## config.mk

```make
export PLATFORM = sky130hd
export DESIGN_NAME = dma_desc_queue
export DESIGN_NICKNAME = d
export VERILOG_FILES = /design/src/rtl/dma_pkg.sv /design/src/rtl/dma_desc_fifo.sv /design/src/rtl/dma_desc_queue.sv
export SDC_FILE = /design/constraint.sdc
export NUM_CORES = 1
export LEC_CHECK = 0
export ABC_AREA = 1
export CORE_ASPECT_RATIO = 1.75
export CORE_MARGIN = 3
export CORE_UTILIZATION = 45
export CTS_CLUSTER_DIAMETER = 30
export CTS_CLUSTER_SIZE = 8
export DETAILED_ROUTE_END_ITERATION = 8
export SYNTH_ARGS = -nofsm -noshare
export SYNTH_HDL_FRONTEND = slang
export SYNTH_SLANG_ARGS = --single-unit
```

## constraint.sdc

```tcl
create_clock -name clk -period 8.1 [get_ports clk]
set_input_delay 2.43 -clock clk [delete_from_list [all_inputs] [get_ports clk]]
set_output_delay 2.43 -clock clk [all_outputs]
set_load 0.005 [all_outputs]
```

## src/rtl/dma_pkg.sv

```systemverilog
`default_nettype none
// +--------------------------------------------------------------------+
// | dma_pkg : shared DMA descriptor/status types and queue FSM states  |
// | Rev 1.0                                                            |
// +--------------------------------------------------------------------+
package dma_pkg;

  typedef struct packed {
    logic [31:0] src_addr;
    logic [31:0] dst_addr;
    logic [31:0] num_bytes;
  } s_dma_desc_t;

  typedef struct packed {
    logic active;
    logic done;
    logic error;
  } s_dma_status_t;

  typedef struct packed {
    logic [31:0] err_addr;
    logic [1:0]  err_resp;
    logic        err_is_read;
  } s_dma_error_t;

  typedef enum logic [1:0] {
    DQ_IDLE   = 2'd0,
    DQ_LAUNCH = 2'd1,
    DQ_RUN    = 2'd2,
    DQ_HALT   = 2'd3
  } e_dq_state_t;

endpackage
`default_nettype wire

```

## src/rtl/dma_desc_fifo.sv

```systemverilog
`default_nettype none
// +--------------------------------------------------------------------+
// | dma_desc_fifo : sync descriptor FIFO with flush and fill level     |
// | Rev 1.0                                                            |
// +--------------------------------------------------------------------+
module dma_desc_fifo
  import dma_pkg::*;
#(
  parameter int DEPTH = 8
) (
  input  logic                      clk,
  input  logic                      rst,
  input  logic                      push,
  input  s_dma_desc_t               push_desc,
  input  logic                      pop,
  input  logic                      flush,
  output s_dma_desc_t               head,
  output logic [$clog2(DEPTH):0]    level,
  output logic                      full,
  output logic                      empty
);

  localparam int c_aw = $clog2(DEPTH);

  logic [c_aw:0] r_wr_ptr;
  logic [c_aw:0] r_rd_ptr;
  s_dma_desc_t   r_mem [DEPTH];
  logic          w_push;
  logic          w_pop;

  // Extra wrap bit on each pointer separates full from empty.
  assign level = r_wr_ptr - r_rd_ptr;
  assign full  = (level == (c_aw+1)'(DEPTH));
  assign empty = (r_wr_ptr == r_rd_ptr);
  assign head  = r_mem[r_rd_ptr[c_aw-1:0]];

  assign w_push = push && !full && !flush;
  assign w_pop  = pop && !empty && !flush;

  always_ff @(posedge clk) begin
    if (rst) begin
      r_wr_ptr <= '0;
      r_rd_ptr <= '0;
    end else if (flush) begin
      r_rd_ptr <= r_wr_ptr;
    end else begin
      if (w_push) r_wr_ptr <= r_wr_ptr + 1'b1;
      if (w_pop)  r_rd_ptr <= r_rd_ptr + 1'b1;
    end
  end

  always_ff @(posedge clk) begin
    if (w_push) r_mem[r_wr_ptr[c_aw-1:0]] <= push_desc;
  end

endmodule
`default_nettype wire

```

## src/rtl/dma_desc_queue.sv

```systemverilog
`default_nettype none
// +--------------------------------------------------------------------+
// | dma_desc_queue : queues descriptors and launches them one by one   |
// | Rev 1.0                                                            |
// +--------------------------------------------------------------------+
module dma_desc_queue
  import dma_pkg::*;
#(
  parameter int DEPTH         = 8,
  parameter int CNT_W         = 16,
  parameter bit STOP_ON_ERROR = 1'b1
) (
  input  logic                       clk,
  input  logic                       rst,
  input  logic                       push_valid_i,
  output logic                       push_ready_o,
  input  s_dma_desc_t                push_desc_i,
  input  logic                       flush_i,
  input  logic                       err_clr_i,
  output logic                       dma_go_o,
  output s_dma_desc_t                dma_desc_o,
  input  s_dma_status_t              dma_stats_i,
  input  s_dma_error_t               dma_error_i,
  output logic [$clog2(DEPTH+1)-1:0] level_o,
  output logic                       busy_o,
  output logic [CNT_W-1:0]           done_cnt_o,
  output logic                       err_o,
  output s_dma_error_t               err_src_o,
  output logic                       drained_o
);

  localparam int c_lvl_w = $clog2(DEPTH+1);

  e_dq_state_t          r_state;
  e_dq_state_t          w_state_nxt;
  s_dma_desc_t          w_head;
  logic                 w_fifo_full;
  logic                 w_fifo_empty;
  logic                 w_pop;
  logic                 w_done_inc;
  logic                 w_err_set;
  logic                 w_push_acc;
  logic                 r_run_err;
  logic [c_lvl_w-1:0]   w_level_after;

  dma_desc_fifo #(.DEPTH(DEPTH)) u_fifo (
    .clk       (clk),
    .rst       (rst),
    .push      (push_valid_i),
    .push_desc (push_desc_i),
    .pop       (w_pop),
    .flush     (flush_i),
    .head      (w_head),
    .level     (level_o),
    .full      (w_fifo_full),
    .empty     (w_fifo_empty)
  );

  assign push_ready_o  = !w_fifo_full;
  assign w_push_acc    = push_valid_i && !w_fifo_full && !flush_i;
  assign w_level_after = level_o - c_lvl_w'(w_pop);
  assign dma_go_o      = (r_state == DQ_LAUNCH);
  assign busy_o        = (r_state != DQ_IDLE);

  always_comb begin
    w_state_nxt = r_state;
    w_pop       = 1'b0;
    w_done_inc  = 1'b0;
    w_err_set   = 1'b0;
    case (r_state)
      DQ_IDLE: begin
        if (!w_fifo_empty && !flush_i && !(err_o && STOP_ON_ERROR)) begin
          w_pop = 1'b1;
          // Zero-length descriptors retire immediately without touching the DMA.
          if (w_head.num_bytes == 32'd0) w_done_inc  = 1'b1;
          else                           w_state_nxt = DQ_LAUNCH;
        end
      end
      DQ_LAUNCH: begin
        if (dma_stats_i.active) w_state_nxt = DQ_RUN;
      end
      DQ_RUN: begin
        w_err_set = dma_stats_i.error;
        if (dma_stats_i.done || !dma_stats_i.active) begin
          w_done_inc  = 1'b1;
          w_state_nxt = ((r_run_err || dma_stats_i.error) && STOP_ON_ERROR) ? DQ_HALT : DQ_IDLE;
        end
      end
      DQ_HALT: begin
        if (err_clr_i) w_state_nxt = DQ_IDLE;
      end
      default: w_state_nxt = DQ_IDLE;
    endcase
  end

  always_ff @(posedge clk) begin
    if (rst) begin
      r_state    <= DQ_IDLE;
      dma_desc_o <= '0;
      done_cnt_o <= '0;
      err_o      <= 1'b0;
      err_src_o  <= '0;
      r_run_err  <= 1'b0;
      drained_o  <= 1'b0;
    end else begin
      r_state   <= w_state_nxt;
      drained_o <= w_done_inc && (w_level_after == '0) && !w_push_acc;
      if (w_pop)      dma_desc_o <= w_head;
      if (w_done_inc) done_cnt_o <= done_cnt_o + CNT_W'(1);
      if (w_pop)          r_run_err <= 1'b0;
      else if (w_err_set) r_run_err <= 1'b1;
      // A fresh error outranks a simultaneous clear; only the first error is captured.
      if (w_err_set) begin
        err_o <= 1'b1;
        if (!err_o) err_src_o <= dma_error_i;
      end else if (err_clr_i) begin
        err_o <= 1'b0;
      end
    end
  end

endmodule
`default_nettype wire
```

==> impl_metrics.tcl <==
set metrics [dict create \
    power_density_mw_per_mm2 278.6 \
    final_area_mm2 0.04459 \
    grt_use_total 0.2262 \
    p_int_mw 9.481 \
    numCtsBuffers 147 \
    synth_xor_area_frac 0.003140 \
    yosys.area_share.simple 0.1297 \
    nNetsFinal 3604 \
    r2r_end "drained_o$_SDFF_PP0_" \
    muxShareOfSynthArea 0 \
    grt_pass1_wl_um 144800 \
    path_max_fanout 5 \
    finalHoldViolCount 0 \
    worst_ir_drop_vdd_uv 198.0 \
    hp-start "dma_desc_o[40]$_SDFFE_PP0P_" \
    synth_compound_area_frac 0.09807 \
    rsz0062_at_grt "no" \
    core.rowCount 137 \
    clk_latency_ps 720 \
    clockRootBuffer "clkbuf_16" \
    vias_per_cell 5.402 \
    gr-total-overflow 0 \
    cp.required_ps 5670 \
    finalWeightedCongestion 0.7771 \
    finalMaxSlewViolations 0 \
    r2r_cells 14 \
    drive_above_1_share 0.06941 \
    holdBufCountCts 0 \
    fmaxAchievable_mhz 190.6 \
    start_util 0.4549 \
    syn_nets 3323 \
    relSlewSlack 0.2354 \
    hold_class "flop to flop" \
    die_area_mm2 0.08415 \
    hpwl_um 52340 \
    swShare 0.2367 \
    die_h_um 381.5 \
    vias 24950 \
    die_w_um 220.6 \
    clock-sinks 931 \
    drtIter0Drc 1761 \
    sequentialPowerShare 0.442 \
    tightest_slew_ps 1147 \
    yosysWarnings 0 \
    io_buffer_count 294 \
    drt-pass1-iter-count 5 \
    boundaryPins 295 \
    fin_cells 4619 \
    synth_cells 3176 \
    setup_slack_ps 2853 \
    final_util 0.5594 \
    cp.arrival_ps 2820 \
    design.core.area_mm2 0.07971 \
    routed_wl_um 95900 \
    timing.hold.worst_endpoint "dma_desc_o[40]$_SDFFE_PP0P_" \
    status "complete, no violations" \
    rrSetupSlack_ps 3760 \
    ctsResizeCount 0 \
    ys_seq_elements 931 \
    clkPwrFrac 0.458 \
    end_kind "output pin" \
    ys_seq_area_frac 0.7261 \
    dp.cells 4350 \
    synth.avg_cell_area_um2 11.42 \
    min_period_over_period 0.6478 \
    clk_pin_slew_ps 50 \
    clock_skew_ps 16.06 \
    p_leak_nw 15.96 \
    antenna_found_initial 8 \
    period_minus_slack_ps 5247 \
    combPwrFrac 0.100 \
    maxCapViolCount 0 \
    drcViolationCount 0 \
    switchingPower_mw 2.940 \
    synth.cell_area_mm2 0.03626 \
    cts_tree "done" \
    htreeDepth 4 \
    wire_per_inst_um 20.76 \
    grt_pass1_vias 25320 \
    cts_buffer_depth 3 \
    dp_slack_ps 2460 \
    cts_setup_buffers 0 \
    syn_to_final_growth_pct 22.98 \
    synthAdderAreaFrac 0.002968 \
    critPathKind "flop to output pin" \
    synth.distinct_cells 31 \
    worstSetupStartpointType "flop" \
    grt_max_degree 217 \
    tns_ps 0 \
    finalSetupViolations 0 \
    synth_top_family_by_area "simple AND/OR/NAND/NOR gates" \
    min_path_cells 2 \
    postRouteAntennaNets 0 \
    dpl-instance-area_mm2 0.04007 \
]
==> layer usage <==
layer / routed length (um) / vias up / GRT usage
met5: 41 / - / 0
met4: 3230 / 6 / 0.08988
met3: 6839 / 199 / 0.05556
met2: 48130 / 854 / 0.3873
met1: 37660 / 12240 / 0.2737
li1: - / 11650 / -
==> worst max-delay path, stage by stage (launching register included) <==
cell             delay, ps
dfxtp_1                400
inv_1                  100
ha_1                   210
fa_1                   380
xnor2_1                220
inv_1                  100
nand4_1                120
clkdlybuf4s50_1        570
==> layout by cell type (no fill, tap or decap), types with 2 or more instances in the layout <==
cell             Yosys  final
clkinv_4             0      2
xnor2_1              8      8
dfxtp_4              0      3
nor2_1             509    500
inv_1              155    151
bufinv_16            0      4
nand2_1            547    547
clkinv_2             0     13
clkbuf_8             0      8
xor2_1               5      5
nand3_1            128    128
clkbuf_1           138     75
a31oi_1              2      2
buf_12               0      8
diode_2              0      4
clkinv_8             0      4
o21ai_0            350    350
a21oi_2              7      7
ha_1                 7      7
inv_2                2      2
buf_4                4     25
nor4_1               4      4
edfxtp_1           768    768
clkbuf_16            0    150
clkinvlp_4           0      2
o22ai_1            128    128
inv_4                0      2
inv_6                0      5
nor2_4               0      9
a21oi_1            181    181
nor3_1               7      7
dfxtp_1            163    160
clkinv_1             1      3
nand4_1              4      4
clkdlybuf4s50_1      0    293
==> flip-flops by register name (all words and copies together), names as in the netlist, named ones only <==
signal and flops:
u_fifo.r_mem 768, dma_desc_o 96, err_src_o 35, done_cnt_o 16, u_fifo.r_rd_ptr 4, u_fifo.r_wr_ptr 4, r_state 2, drained_o 1
err_o 1, r_run_err 1
==> worst max path at each step <==
stage	startpoint	to	slack (ps)	depth (start not counted)
floorplan	push_valid_i	u_fifo.r_wr_ptr[3]$_SDFFE_PP0P_	590	8
global route	u_fifo.r_wr_ptr[0]$_SDFFE_PP0P_	push_ready_o	2670	7
finish	u_fifo.r_wr_ptr[0]$_SDFFE_PP0P_	push_ready_o	2850	7
global placement	flush_i	u_fifo.r_wr_ptr[3]$_SDFFE_PP0P_	2500	9
CTS	u_fifo.r_wr_ptr[0]$_SDFFE_PP0P_	push_ready_o	2750	7
detailed placement	flush_i	u_fifo.r_mem[2][3]$_DFFE_PP_	2460	7
==> power by group through the flow <==
| stage | clock [mW] | combinational [mW] | sequential [mW] |
|---|---|---|---|
| finish | 5.69 | 1.24 | 5.49 |
| global placement | 0 | 1.22 | 5.57 |
| global route | 6.00 | 1.40 | 5.50 |
| floorplan | 0 | 0.674 | 5.54 |
| detailed placement | 0 | 1.25 | 5.58 |
| CTS | 5.80 | 1.26 | 5.49 |
==> cell usage after synthesis (all sizes together) <==
master / number / area [um^2]
nand2: 548 / 2059
inv: 157 / 589.3
dfxtp: 163 / 3263
fa: 1 / 20.02
or2: 1 / 6.260
buf: 56 / 341.6
nor3: 7 / 35.03
ha: 7 / 87.58
clkinv: 1 / 3.750
clkbuf: 138 / 518.0
xor2: 5 / 43.79
o21ai: 350 / 1752
edfxtp: 768 / 23060
xnor2: 8 / 70.07
o211ai: 1 / 7.510
nor4: 4 / 25.02
nand3: 128 / 640.6
a211oi: 1 / 7.510
a31oi: 2 / 12.51
nor2: 509 / 1911
a211o: 1 / 8.760
o22ai: 128 / 800.8
a21oi: 188 / 967.2
nand4: 4 / 25.02
==> final cells by class <==
class / instances / area (um^2)
Clock buffer: 233 / 4145
Clock inverter: 32 / 359.1
Tap cell: 1042 / 1304
Antenna cell: 4 / 10.01
Sequential cell: 931 / 26340
Timing Repair Buffer: 326 / 3281
Inverter: 158 / 606.8
Multi-Input combinational cell: 1893 / 8547
Fill cell: 6619 / 35120
==> metrics by stage <==
step | hold slack, ps | power, mW
2_1_floorplan | 450.0 | 6.216
3_3_place_gp | 466.6 | 6.790
3_5_place_dp | 473.9 | 6.826
4_1_cts | 481.7 | 12.55
5_1_grt | 511.7 | 12.90
6_report | 480.4 | 12.42
==> kinds of logic (layout without fill, tap and decap cells) <==
kind of cell | after synthesis | count (layout)
xor gates and xnor gates | 13 | 13
DFF | 931 | 931
and+or+nand+nor | 1201 | 1201
other | 0 | 4
AOI/OAI and AO/OA | 671 | 671
buffers and inverters | 352 | 749
adders and majority gates | 8 | 8
No activity file was read; power rests on OpenSTA's default activity.
